$ cat src/rtl/pkcs7_pad_feeder_if.sv
// ----------------------------------------------------------------------------
// pkcs7_pad_feeder_if
// Byte-stream bus between the byte receiver, pkcs7_pad_feeder and create_block.
//   byte_valid_in / byte_in / last_in : upstream message byte (valid/ready)
//   ready_out                         : feeder accepts a byte this cycle
//   byte_out / add_new_out            : byte + one-cycle strobe to create_block
//   msg_done_out                      : one-cycle pulse after the final pad byte
//   busy_out                          : a message is in flight
// Modports: slave = feeder side, master = environment side.
// ----------------------------------------------------------------------------
interface pkcs7_pad_feeder_if;
    logic       byte_valid_in;
    logic [7:0] byte_in;
    logic       last_in;
    logic       ready_out;
    logic [7:0] byte_out;
    logic       add_new_out;
    logic       msg_done_out;
    logic       busy_out;

    modport slave (
        input  byte_valid_in, byte_in, last_in,
        output ready_out, byte_out, add_new_out, msg_done_out, busy_out
    );

    modport master (
        output byte_valid_in, byte_in, last_in,
        input  ready_out, byte_out, add_new_out, msg_done_out, busy_out
    );
endinterface

$ cat src/rtl/pkcs7_pad_feeder.sv
// ----------------------------------------------------------------------------
// pkcs7_pad_feeder
// Forwards a message byte stream to create_block one byte per add_new_out
// pulse, then appends PKCS#7 padding so each message ends on a whole block.
// Ports:
//   clk_in    : system clock, rising edge
//   rst_n_in  : asynchronous assert, synchronous release, active low
//   bus       : pkcs7_pad_feeder_if.slave (handshake in, block bytes out)
// Parameters:
//   BLOCK_BYTES : bytes per cipher block (16 for PKCS#7)
//   MIN_GAP     : idle cycles forced after every add_new_out pulse (1..15)
// ----------------------------------------------------------------------------
module pkcs7_pad_feeder #(
    parameter int unsigned BLOCK_BYTES = 16,
    parameter int unsigned MIN_GAP     = 1
) (
    input  logic                  clk_in,
    input  logic                  rst_n_in,
    pkcs7_pad_feeder_if.slave     bus
);

    typedef enum logic [1:0] {
        PASS = 2'd0,
        PAD  = 2'd1,
        DONE = 2'd2
    } state_t;

    localparam logic [3:0] GAP_LOAD = 4'(MIN_GAP);
    localparam logic [4:0] BLK      = 5'(BLOCK_BYTES);

    state_t     state_q;
    logic [3:0] cnt_q;
    logic [3:0] gap_q;
    logic [4:0] pad_val_q;
    logic [4:0] pad_left_q;
    logic [7:0] byte_q;
    logic       add_new_q;
    logic       done_q;
    logic       busy_q;

    logic       ready_d;
    logic       xfer_d;
    logic [3:0] cnt_d;
    logic [4:0] pad_calc_d;

    assign ready_d = (state_q == PASS) && (gap_q == '0);
    assign xfer_d  = ready_d && bus.byte_valid_in;
    assign cnt_d   = cnt_q + 4'd1;
    // cnt_d is the block fill after this byte; a 4-bit wrap to 0 means a
    // full block, and BLK - 0 gives the required whole pad block of 16.
    assign pad_calc_d = BLK - {1'b0, cnt_d};

    always_ff @(posedge clk_in or negedge rst_n_in) begin
        if (!rst_n_in) begin
            state_q    <= PASS;
            cnt_q      <= '0;
            gap_q      <= '0;
            pad_val_q  <= '0;
            pad_left_q <= '0;
            byte_q     <= '0;
            add_new_q  <= 1'b0;
            done_q     <= 1'b0;
            busy_q     <= 1'b0;
        end else begin
            add_new_q <= 1'b0;
            done_q    <= 1'b0;
            if (gap_q != '0) begin
                gap_q <= gap_q - 4'd1;
            end
            case (state_q)
                PASS: begin
                    if (xfer_d) begin
                        byte_q    <= bus.byte_in;
                        add_new_q <= 1'b1;
                        cnt_q     <= cnt_d;
                        gap_q     <= GAP_LOAD;
                        busy_q    <= 1'b1;
                        if (bus.last_in) begin
                            pad_val_q  <= pad_calc_d;
                            pad_left_q <= pad_calc_d;
                            state_q    <= PAD;
                        end
                    end
                end
                PAD: begin
                    if (gap_q == '0) begin
                        byte_q     <= {3'b000, pad_val_q};
                        add_new_q  <= 1'b1;
                        cnt_q      <= cnt_d;
                        gap_q      <= GAP_LOAD;
                        pad_left_q <= pad_left_q - 5'd1;
                        if (pad_left_q == 5'd1) begin
                            state_q <= DONE;
                        end
                    end
                end
                DONE: begin
                    // Entered on the edge that issued the last pad byte, so
                    // the done pulse lands one cycle after that pulse.
                    done_q  <= 1'b1;
                    busy_q  <= 1'b0;
                    state_q <= PASS;
                end
                default: state_q <= PASS;
            endcase
        end
    end

    assign bus.ready_out    = ready_d;
    assign bus.byte_out     = byte_q;
    assign bus.add_new_out  = add_new_q;
    assign bus.msg_done_out = done_q;
    assign bus.busy_out     = busy_q;

endmodule

$ cat src/flat_wrapper.sv
// flat-port wrapper written by rule: the top's interface ports become plain ports
module pkcs7_pad_feeder_flat 
#(
    parameter int unsigned BLOCK_BYTES = 16,
    parameter int unsigned MIN_GAP     = 1
)
  (clk_in, rst_n_in, bus_byte_valid_in, bus_byte_in, bus_last_in, bus_ready_out, bus_byte_out, bus_add_new_out, bus_msg_done_out, bus_busy_out);
  pkcs7_pad_feeder_if bus_i ();
  input  logic clk_in;
  input  logic rst_n_in;
  input wire logic [$bits(bus_i.byte_valid_in)-1:0] bus_byte_valid_in;
  input wire logic [$bits(bus_i.byte_in)-1:0] bus_byte_in;
  input wire logic [$bits(bus_i.last_in)-1:0] bus_last_in;
  output wire logic [$bits(bus_i.ready_out)-1:0] bus_ready_out;
  output wire logic [$bits(bus_i.byte_out)-1:0] bus_byte_out;
  output wire logic [$bits(bus_i.add_new_out)-1:0] bus_add_new_out;
  output wire logic [$bits(bus_i.msg_done_out)-1:0] bus_msg_done_out;
  output wire logic [$bits(bus_i.busy_out)-1:0] bus_busy_out;
  assign bus_i.byte_valid_in = bus_byte_valid_in;
  assign bus_i.byte_in = bus_byte_in;
  assign bus_i.last_in = bus_last_in;
  assign bus_ready_out = bus_i.ready_out;
  assign bus_byte_out = bus_i.byte_out;
  assign bus_add_new_out = bus_i.add_new_out;
  assign bus_msg_done_out = bus_i.msg_done_out;
  assign bus_busy_out = bus_i.busy_out;
  pkcs7_pad_feeder #(.BLOCK_BYTES(BLOCK_BYTES), .MIN_GAP(MIN_GAP)) u_core (.clk_in(clk_in), .rst_n_in(rst_n_in), .bus(bus_i));
endmodule
$ cat config.mk
export PLATFORM = sky130hd
export DESIGN_NAME = pkcs7_pad_feeder_flat
export DESIGN_NICKNAME = d
export VERILOG_FILES = /design/src/rtl/pkcs7_pad_feeder_if.sv /design/src/rtl/pkcs7_pad_feeder.sv /design/src/flat_wrapper.sv
export SDC_FILE = /design/constraint.sdc
export NUM_CORES = 1
export LEC_CHECK = 0
export ABC_AREA = 1
export BUFFER_PORTS_ARGS = -buffer_cell sky130_fd_sc_hd__buf_2
export CAP_MARGIN = 5
export CORE_MARGIN = 5
export CORE_UTILIZATION = 60
export DETAILED_ROUTE_END_ITERATION = 7
export GPL_TIMING_DRIVEN = 0
export PLACE_DENSITY_LB_ADDON = 0.1
export SLEW_MARGIN = 20
export SYNTH_ARGS = -nofsm -noshare
export SYNTH_HDL_FRONTEND = slang
export SYNTH_SLANG_ARGS = --single-unit
export TNS_END_PERCENT = 5
$ cat constraint.sdc
create_clock -name clk_in -period 2.6 [get_ports clk_in]
set_input_delay 0.65 -clock clk_in [delete_from_list [all_inputs] [get_ports clk_in]]
set_output_delay 0.65 -clock clk_in [all_outputs]
set_load 0.05 [all_outputs]
## Word-level counts from Yosys, hierarchy flattened

Cells that the tools add are included.

- Flip-flop bits (word level): 31
- Input port bits: 12
- Output and inout bits: 12
- Word-level logic and storage cells: 57

- Add/subtract/negate cells: 4
- Eq/ne operators: 7
- Muxes and demuxes: 25
- Reduce and logical (&&, ||, !) cells: 12

Operators with widths:

| cell | number |
|---|---|
| $mux 4 | 5 |
| $mux 8 | 2 |
| $pmux 4 s2 | 2 |
| $pmux 8 s2 | 1 |
| $mux 5 | 3 |
| $pmux 5 s2 | 1 |
| $mux 2 | 4 |
| $reduce_and 4->1 | 2 |
| $ne 2x1->1 const B | 3 |
| $reduce_and 3->1 | 2 |
| $eq 5x1->1 const B | 1 |
| $sub 5x1->5 const B | 1 |
| $sub 5x4->5 const A | 1 |
| $add 4x1->4 const B | 1 |
| $logic_not 4->1 | 1 |
| $mux 1 | 4 |
| $pmux 1 s2 | 2 |
| $pmux 2 s2 | 1 |
| $reduce_bool 2->1 | 2 |
| $reduce_bool 4->1 | 1 |
| $sub 4x1->4 const B | 1 |
| $eq 2x1->1 const B | 1 |
| $eq 2x2->1 const B | 1 |
| $logic_and 1x1->1 | 2 |
| other kinds (3) | 3 |

## Depth between registers and ports, before layout

Gate-level depths: netlist of run 1.

- Depth after elaboration: 5
- Gate-level depth with buffers: 9
- Depth with buffers taken out: 9

## Least setup slack after synthesis of run 1

No wires, ideal clock.

- Kind: register to output
- From: reg u_core.gap_q[0]
- To: out bus_ready_out
- Data arrival time: 1.102 ns
- Data required time: 1.950 ns
- Setup slack: 0.848 ns
- Cell stages (with the launch flop): 5
- Buffers on the path: 0
- Cells stage by stage: dfrtp_1 -> inv_1 -> ha_1 -> nand3_2 -> nor2_4

- Word-level cells in the longest chain between the ends: 2

Ends and longest elaborated chain:

| what | line | text |
|---|---|---|
| start, declared | pkcs7_pad_feeder.sv:33 | `logic [3:0] gap_q;` |
| start signal, assigned | pkcs7_pad_feeder.sv:68 | `gap_q <= gap_q - 4'd1;` |
| $logic_not 4->1 | pkcs7_pad_feeder.sv:46 | `assign ready_d = (state_q == PASS) && (gap_q == '0);` |
| $logic_and 1x1->1 | pkcs7_pad_feeder.sv:46 |  |
| end, declared | flat_wrapper.sv:14 | `output wire logic [$bits(bus_i.ready_out)-1:0] bus_ready_out;` |

Every way passes these cells.

## Worst setup path in the final report of run 1

Ends and elaborated chain as after synthesis.

==> results.cfg, run 1 <==
[logic_synthesis]
yosys.cell_types.count = 30
syn_area_per_cell_um2 = 8.30
yosys.area_share.simple_pct = 23.0
synth.area.mux_share_pct = 0
synth-xor-area-share_pct = 1.58
synthAdderAreaFrac_pct = 3.77
synth_top_family_by_area = simple AND/OR/NAND/NOR gates
yosysWarnings = 0
synthArstFlopShare_pct = 100
syn_inst = 200
yosys_most_used_dff = dfrtp_1
ys_ff_latch = 31
synth_edf_count = 0
synth_seq_area_share_pct = 46.8
syn_nets = 217
synthesis.area_mm2 = 0.00166
synth-compound-area-share_pct = 14.8

[global_routing]
grt_pass1_wl_um = 5930
grt_util_all_layers_pct = 18.9
grt_max_degree = 32
overflow = 0
grt_pass1_vias = 1336
antenna_found_initial = 0

[detailed_routing]
wl_per_cell_um = 12.5
dr_total_vias = 1331
wl_um = 3270
drc = 0
ant_nets = 0
vias_per_cell = 5.08
first_pass_iters = 5
drt-initial-drc-count = 61

[cts]
cts.path.max_buffers = 2
cts_buffers = 5
cts_tree = built
cts_hold_buf = 0
ctsHtreeMaxLevel = 2
cts_resized = 0
cts.clk_slew.worst_paths_ps = 100
clock-sinks = 31
post_cts_buffers = 0
clk_latency_ps = 330
clockRootBuffer = clkbuf_4

[timing]
clock_skew_ps = 7.42
setup_viol = 0
worst_slew_pin_slew_ps = 690
hold_ws_ps = 350
hold_viol = 0
final.setup.worst_slack_ps = 294
fin_tns_setup_ps = 0
fmax_mhz = 434
drv_slew = 0
fin_crit_sh_pct = 88.7
layout_min_cycle_time_ps = 2310
rsz0062_at_grt = no
timing.slew.headroom_pct = 54.0

[power]
vdd.ir_drop.worst_uv = 863
powerDensity_mw_per_mm2 = 1280
power.leakage_nw = 1.00

[layout]
fillers = 227
syn2layout_area_growth_pct = 13.4
final_core_util_pct = 69.4
layout.nets = 247
drive_above_1_share_pct = 26.4
multi_input_area_um2 = 716
seq_area_um2 = 776
n_antenna_cell = 0

[critical_path]
cp_data_arrival_time_ps = 1660
required_ps = 1950
end_kind = output port
cp_max_fo = 5
cp-start-kind = flop
timing_worst_setup_path_type = flop to output port

[floorplan]
start_util_pct = 61.2
pin_count = 24
row_count = 19
dieHeight_um = 62.6
core_area_mm2 = 0.00271
die_area_mm2 = 0.00392
die_x_um = 62.6

[placement]
port_buffers = 23
gp_congestion = 0.845
place_hpwl_um = 2360
pre_cts_slack_ps = 654

[worst_hold_path]
holdCritPathClass = input pin to asynchronous set/reset pin

[run_status]
status = complete, no violations

[run]
cap_violations = 0
## state kept, by name, indices dropped and copies added, names as in the netlist, 2 cells and up
signal / flops
u_core.bus.byte_out: 8
u_core.cnt_q: 4
u_core.gap_q: 4
u_core.pad_left_q: 5
u_core.pad_val_q: 5
u_core.state_q: 2
## kinds of logic after synthesis
logic type,after synthesis
simple gates,84
buf+inv,39
compound gates,38
flops,31
fa+ha+maj,5
xor+xnor,3
## power breakdown
| part | internal (mW) | switching [mW] | total, mW |
|---|---|---|---|
| logic | 0.410 | 0.865 | 1.27 |
| clock network | 0.159 | 0.161 | 0.320 |
| registers | 0.693 | 0.115 | 0.808 |
| total | 1.26 | 1.14 | 2.40 |
## metrics by stage
step	power (mW)	cell area, um2	instances
global route	2.62	1880	262
global placement	2.04	1810	254
CTS	2.42	1880	262
finish	2.40	1880	262
floorplan	1.82	1660	200
detailed placement	2.09	1810	254
## worst paths after layout
kind / end / startpoint / cells after the start / slack, ps
max: bus_ready_out / u_core.gap_q[0]$_DFF_PN0_ / 5 / 290
min: u_core.pad_left_q[4]$_DFFE_PN0P_ / rst_n_in / 1 / 350
max reg2reg: u_core.pad_left_q[1]$_DFFE_PN0P_ / u_core.gap_q[0]$_DFF_PN0_ / 8 / 900
min reg2reg: u_core.pad_left_q[4]$_DFFE_PN0P_ / u_core.pad_left_q[4]$_DFFE_PN0P_ / 2 / 500
max in group asynchronous: u_core.gap_q[0]$_DFF_PN0_ / rst_n_in / 1 / 1800
min in group clk_in: u_core.pad_left_q[4]$_DFFE_PN0P_ / u_core.pad_left_q[4]$_DFFE_PN0P_ / 2 / 500
## layout by cell type (no fill, tap or decap), types with 2 or more instances in the layout
master and n:
inv_2 4, buf_6 2, clkbuf_8 2, o21ai_0 17
nor2_1 13, nand2_2 3, buf_2 25, nor2_2 2
nor2_4 3, ha_1 5, o21ai_2 9, nand3_1 7
nand4_1 2, a21oi_1 2, inv_1 29, dfrtp_1 31
clkbuf_4 5, o21ai_1 5, xor2_1 2, nand2_1 50
## critical path, cell delays in order, from the launching register on
cell	delay (ps)
dfrtp_1	410
inv_1	60
ha_1	200
nand3_2	180
nor2_4	190
buf_2	290
## synth_stat cells, types with 2 or more instances
| master | n | area [um2] |
|---|---|---|
| nand2_1 | 50 | 188 |
| dfrtp_1 | 31 | 776 |
| inv_1 | 29 | 109 |
| o21ai_0 | 17 | 85.1 |
| nor2_1 | 13 | 48.8 |
| o21ai_2 | 9 | 78.8 |
| nand3_1 | 7 | 35.0 |
| ha_1 | 5 | 62.6 |
| o21ai_1 | 5 | 25.0 |
| inv_2 | 4 | 15.0 |
| nand2_2 | 3 | 18.8 |
| nor2_4 | 3 | 33.8 |
| a21oi_1 | 2 | 10.0 |
| buf_2 | 2 | 10.0 |
| buf_6 | 2 | 22.5 |
| nand4_1 | 2 | 12.5 |
| nor2_2 | 2 | 12.5 |
| xor2_1 | 2 | 17.5 |
## per-layer routing
metal,vias up,global-route usage (%),routed length [um]
met4,0,7.96,49
li1,692,-,-
met3,5,4.68,181
met2,22,32.3,1590
met5,-,0,0
met1,612,22.4,1450
## cell type report
type | count | area share (%)
tap | 31 | 2.06
inverter | 34 | 6.91
sequential | 31 | 41.2
buffer | 5 | 1.99
clock buffer | 8 | 3.66
timing repair buffer | 23 | 6.12
multi-input combinational | 130 | 38.0
Power figures use the tool's default switching activity.
==> run 2: changes to the inputs <==
--- a/config.mk
+++ b/config.mk
@@ -5,14 +5,15 @@
 export SDC_FILE = /design/constraint.sdc
 export NUM_CORES = 1
 export LEC_CHECK = 0
-export ABC_AREA = 1
+export ABC_AREA = 0
 export BUFFER_PORTS_ARGS = -buffer_cell sky130_fd_sc_hd__buf_2
 export CAP_MARGIN = 5
 export CORE_MARGIN = 5
-export CORE_UTILIZATION = 60
+export CORE_UTILIZATION = 59
 export DETAILED_ROUTE_END_ITERATION = 7
 export GPL_TIMING_DRIVEN = 0
 export PLACE_DENSITY_LB_ADDON = 0.1
+export SETUP_SLACK_MARGIN = 0.1
 export SLEW_MARGIN = 20
 export SYNTH_ARGS = -nofsm -noshare
 export SYNTH_HDL_FRONTEND = slang
==> constraint.sdc (replaced) <==
create_clock -name clk_in -period 2.9 [get_ports clk_in]
set_input_delay 0.725 -clock clk_in [delete_from_list [all_inputs] [get_ports clk_in]]
set_output_delay 0.725 -clock clk_in [all_outputs]
set_load 0.05 [all_outputs]
==> results.cfg, run 2 <==
[floorplan]
start_util_pct = 61.7
dieHeight_um = 61.1
core_area_mm2 = 0.00250
row_count = 18
die_area_mm2 = 0.00374
pin_count = 24
die_x_um = 61.1

[cts]
post_cts_buffers = 0
cts.path.max_buffers = 2
clockRootBuffer = clkbuf_4
cts.clk_slew.worst_paths_ps = 100
ctsHtreeMaxLevel = 2
cts_buffers = 5
cts_resized = 0
cts_hold_buf = 0
cts_tree = built
clk_latency_ps = 330
clock-sinks = 31

[logic_synthesis]
synthArstFlopShare_pct = 100
synthesis.area_mm2 = 0.00154
synth_seq_area_share_pct = 50.3
synth_edf_count = 0
synth_top_family_by_area = simple AND/OR/NAND/NOR gates
synth-compound-area-share_pct = 14.7
syn_area_per_cell_um2 = 9.95
yosys.area_share.simple_pct = 20.5
synth_top_cell_by_area = dfrtp_1
synth.area.mux_share_pct = 2.11
syn_nets = 172
synth_commonest_cells = dfrtp_1, nand2_1, nor2_1
yosysTopAreaCellShare_pct = 50.3
ys_top_cells_by_area = dfrtp_1, nand2_1, ha_1
syn_inst = 155
ys_ff_latch = 31
yosys.cell_count.top_type = dfrtp_1
yosys_most_used_dff = dfrtp_1
yosysWarnings = 0
yosys.cell_types.count = 41
synth-xor-area-share_pct = 2.84
synthAdderAreaFrac_pct = 4.06

[critical_path]
crit_path_max_incr_delay_ps = 410
crit_buf_inv = 3
cp-start-kind = flop
cp_max_fo = 6
required_ps = 2170
timing_worst_setup_path_type = flop to output port
path_delay_family = buffers and inverters
end_kind = output port
crit_chain = inv_1 > ha_1 > nor3b_4 > inv_2 > nor3_1 > buf_2
cp_slowest_cell = dfrtp_1
cp_data_arrival_time_ps = 1850

[global_routing]
grt_pass1_vias = 1219
overflow = 0
grt_max_degree = 32
antenna_found_initial = 0
grt_util_all_layers_pct = 19.6
grt_pass1_wl_um = 5300

[power]
powerDensity_mw_per_mm2 = 1220
vdd.ir_drop.worst_uv = 766
power.leakage_nw = 0.855

[worst_hold_path]
holdCritPathClass = input pin to asynchronous set/reset pin

[layout]
fillers = 188
seq_area_um2 = 776
n_antenna_cell = 0
layout.nets = 202
largest_reg_flops = 8
syn2layout_area_growth_pct = 14.4
layout_common_cells = dfrtp_1, buf_2, nand2_1
drive_above_1_share_pct = 24.7
multi_input_area_um2 = 682
final_common_cell = dfrtp_1

[timing]
fin_crit_sh_pct = 88.9
layout_min_cycle_time_ps = 2580
fin_tns_setup_ps = 0
worst_slew_pin_slew_ps = 675
timing.slew.headroom_pct = 55.0
drv_slew = 0
rsz0062_at_grt = no
hold_viol = 0
hold_ws_ps = 419
setup_viol = 0
fmax_mhz = 388
clock_skew_ps = 11.1

[placement]
place_hpwl_um = 2240
gp_congestion = 0.867
port_buffers = 23

[detailed_routing]
first_pass_iters = 4
vias_per_cell = 5.66
drt-initial-drc-count = 67
dr_total_vias = 1223
ant_nets = 0
wl_per_cell_um = 14.2
drc = 0
wl_um = 3070

[run]
cap_violations = 0

[run_status]
status = complete, no violations
## run 2: changes by cell type after synthesis, moves of 5 or more
cell and change:
and3_1 +5, o21ai_2 -9, inv_1 -23, clkbuf_1 +5, nand2_1 -27, nor3_1 +5, o21ai_0 -11
## run 2: power breakdown
group | internal [mW] | switching (mW)
logic | 0.404 | 0.722
registers | 0.613 | 0.131
clock network | 0.143 | 0.147
total | 1.16 | 1.00
## run 2: kinds of logic (layout without fill, tap and decap cells)
group,Yosys count,count (layout)
AOI/OAI and AO/OA,31,31
xor gates and xnor gates,5,5
adders and majority gates,5,5
buffers and inverters,16,47
DFF,31,31
muxes,3,3
and+or+nand+nor,64,64
## run 2: metrics by stage
step / setup slack, ps / instance area (um2) / power [mW] / utilization, % / instances
after detailed placement: 674 / 1700 / 1.88 / 67.8 / 208
after global routing: 200 / 1760 / 2.35 / 70.6 / 216
after CTS: 314 / 1760 / 2.18 / 70.6 / 216
after global placement: 729 / 1700 / 1.83 / 67.8 / 208
final: 321 / 1760 / 2.16 / 70.6 / 216
after floorplan: 173 / 1540 / 1.63 / - / 155
## run 2: final cells by class
class,count,share of cell area (%)
Buffer,8,2.84
Clock buffer,8,3.90
Inverter,8,1.99
Multi-Input combinational cell,108,38.7
Sequential cell,31,44.0
Tap cell,30,2.13
Timing Repair Buffer,23,6.52
## run 2: final timing paths
check                      slack (ps)                            endpoint                             from  cells after the start
min in group clk_in               490     u_core.pad_val_q[0]$_DFFE_PN0P_  u_core.pad_val_q[0]$_DFFE_PN0P_                      2
max in group asynchronous        2040           u_core.gap_q[1]$_DFF_PN0_                         rst_n_in                      1
setup / recovery                  320                       bus_ready_out        u_core.gap_q[0]$_DFF_PN0_                      6
hold reg to reg                   490     u_core.pad_val_q[0]$_DFFE_PN0P_  u_core.pad_val_q[0]$_DFFE_PN0P_                      2
setup reg to reg                  940    u_core.pad_left_q[2]$_DFFE_PN0P_        u_core.gap_q[0]$_DFF_PN0_                      8
hold / removal                    420  u_core.bus.byte_out[4]$_DFFE_PN0P_                         rst_n_in                      1
## run 2: routing by layer
layer,GRT usage (%),up-vias,part of all wire [%]
li1,-,595,-
met1,23.6,584,43
met2,32.0,39,50
met3,6.29,5,6.0
met4,8.98,0,1.1
met5,0,-,0
==> run 3: changes to the inputs <==
--- a/config.mk
+++ b/config.mk
@@ -12,7 +12,7 @@
 export CORE_UTILIZATION = 59
 export DETAILED_ROUTE_END_ITERATION = 7
 export GPL_TIMING_DRIVEN = 0
-export PLACE_DENSITY_LB_ADDON = 0.1
+export PLACE_DENSITY = 0.82
 export SETUP_SLACK_MARGIN = 0.1
 export SLEW_MARGIN = 20
 export SYNTH_ARGS = -nofsm -noshare
==> results.cfg, run 3 (synthesis results as in run 2) <==
[run_status]
status = complete, no violations

[critical_path]
crit_chain = inv_1 > ha_1 > nor3b_4 > inv_2 > nor3_1 > buf_2
cp_slowest_cell = dfrtp_1
crit_buf_inv = 3
r2r_start = u_core.gap_q[1]$_DFF_PN0_
crit_cells = 6
cp_data_arrival_time_ps = 1880
crit_path_max_incr_delay_ps = 400
cp_max_fo = 6
reg2reg_depth = 8
timing_worst_setup_path_type = flop to output port
end_kind = output port
startpoint = u_core.gap_q[1]$_DFF_PN0_
path_delay_family = buffers and inverters
required_ps = 2170
cp-start-kind = flop

[detailed_routing]
wl_per_cell_um = 14.9
vias_per_cell = 5.77
drt-initial-drc-count = 54
drc = 0
wl_um = 3210
ant_nets = 0
first_pass_iters = 4
dr_total_vias = 1246

[placement]
place_hpwl_um = 2340
gp_congestion = 0.876
port_buffers = 23
pre_cts_slack_ps = 673
dp.cells = 208
dpl_cell_area_mm2 = 0.00170

[layout]
final_area_mm2 = 0.00175
layout.nets = 202
seq_area_um2 = 776
syn2layout_area_growth_pct = 13.1
drive_above_1_share_pct = 24.2
multi_input_area_um2 = 682
n_antenna_cell = 0
fillers = 194
layout_common_cells = dfrtp_1, buf_2, nand2_1
largest_reg_flops = 8
final_cells = 216
final_common_cell = dfrtp_1

[timing]
fmax_mhz = 384
drv_slew = 0
worst_slew_pin_slew_ps = 690
setup_viol = 0
fin_tns_setup_ps = 0
final.setup.worst_slack_ps = 295
clock_skew_ps = 14.7
rsz0062_at_grt = no
hold_viol = 0
timing.slew.headroom_pct = 54.0
fin_crit_sh_pct = 89.8
layout_min_cycle_time_ps = 2600

[cts]
clk_latency_ps = 340
cts_buffers = 5
post_cts_buffers = 0
ctsHtreeMaxLevel = 2
cts_resized = 0
clockRootBuffer = clkbuf_4
cts_hold_buf = 0
cts_tree = built
cts.clk_slew.worst_paths_ps = 90
clock-sinks = 31
cts.path.max_buffers = 2

[floorplan]
row_count = 18
core_area_mm2 = 0.00250
die_x_um = 61.1
pin_count = 24
die_area_mm2 = 0.00374
dieHeight_um = 61.1
start_util_pct = 61.7

[power]
p_sw_share_pct = 47.8
p_int_mw = 1.11
p_seq_share_pct = 35.1
total_power_mw = 2.13
net-switching-power_mw = 1.02
comb_power_share_pct = 53.6
clkPwrFrac_pct = 11.3
powerDensity_mw_per_mm2 = 1220
power.leakage_nw = 0.846
vdd.ir_drop.worst_uv = 767

[worst_hold_path]
holdCritPathClass = input pin to asynchronous set/reset pin

[global_routing]
grt_pass1_vias = 1218
grt_max_degree = 32
antenna_found_initial = 0
grt_util_all_layers_pct = 20.5
grt_pass1_wl_um = 5450
overflow = 0

[run]
cap_violations = 0
-- run 3: cell types whose count changed in the layout (fill, tap and decap cells not counted), sizes merged --
cell / delta
clkbuf: -1
clkinv: +1
-- run 3: area by class of cell --
class | instances | share of cell area, %
inverter | 8 | 2.01
sequential | 31 | 44.4
multi-input combinational | 108 | 39.1
buffer | 8 | 2.87
tap | 30 | 2.15
timing repair buffer | 23 | 6.59
clock buffer | 7 | 2.58
clock inverter | 1 | 0.287
-- run 3: metrics by stage --
stage,hold WS [ps],utilization [%]
global route,452,69.8
floorplan,429,-
detailed placement,469,67.8
finish,421,69.8
CTS,427,69.8
global placement,462,67.8
-- run 3: final timing paths --
check                                                         to  slack (ps)
worst min-delay path            u_core.bus.add_new_out$_DFF_PN0_         420
min in group clk_in              u_core.pad_val_q[3]$_DFFE_PN0P_         490
worst min register to register   u_core.pad_val_q[3]$_DFFE_PN0P_         490
worst max-delay path                               bus_ready_out         300
worst max register to register  u_core.pad_left_q[0]$_DFFE_PN0P_         920
max in group asynchronous       u_core.pad_left_q[0]$_DFFE_PN0P_        2020
-- run 3: worst reg2reg max path: stages (launching register included) --
cell and delay (ps):
dfrtp_1 400, inv_1 80, ha_1 210, nor3b_4 320, inv_2 100, or3_1 340
buf_2 180, nand2_1 100, o311ai_2 110
-- run 3: power groups by stage --
stage                     logic (mW)  clock network, mW  registers, mW
after floorplan                0.698                  0          0.927
after global placement          1.09                  0          0.740
after detailed placement        1.14                  0          0.753
after CTS                       1.15              0.249          0.745
after global routing            1.26              0.271          0.772
final                           1.14              0.241          0.747
-- run 3: metal layers --
metal | track usage [%] | up-vias | routed length [um]
li1 | - | 594 | -
met1 | 23.1 | 617 | 1370
met2 | 34.4 | 26 | 1610
met3 | 7.55 | 9 | 165
met4 | 9.60 | 0 | 63
met5 | 0 | - | 0
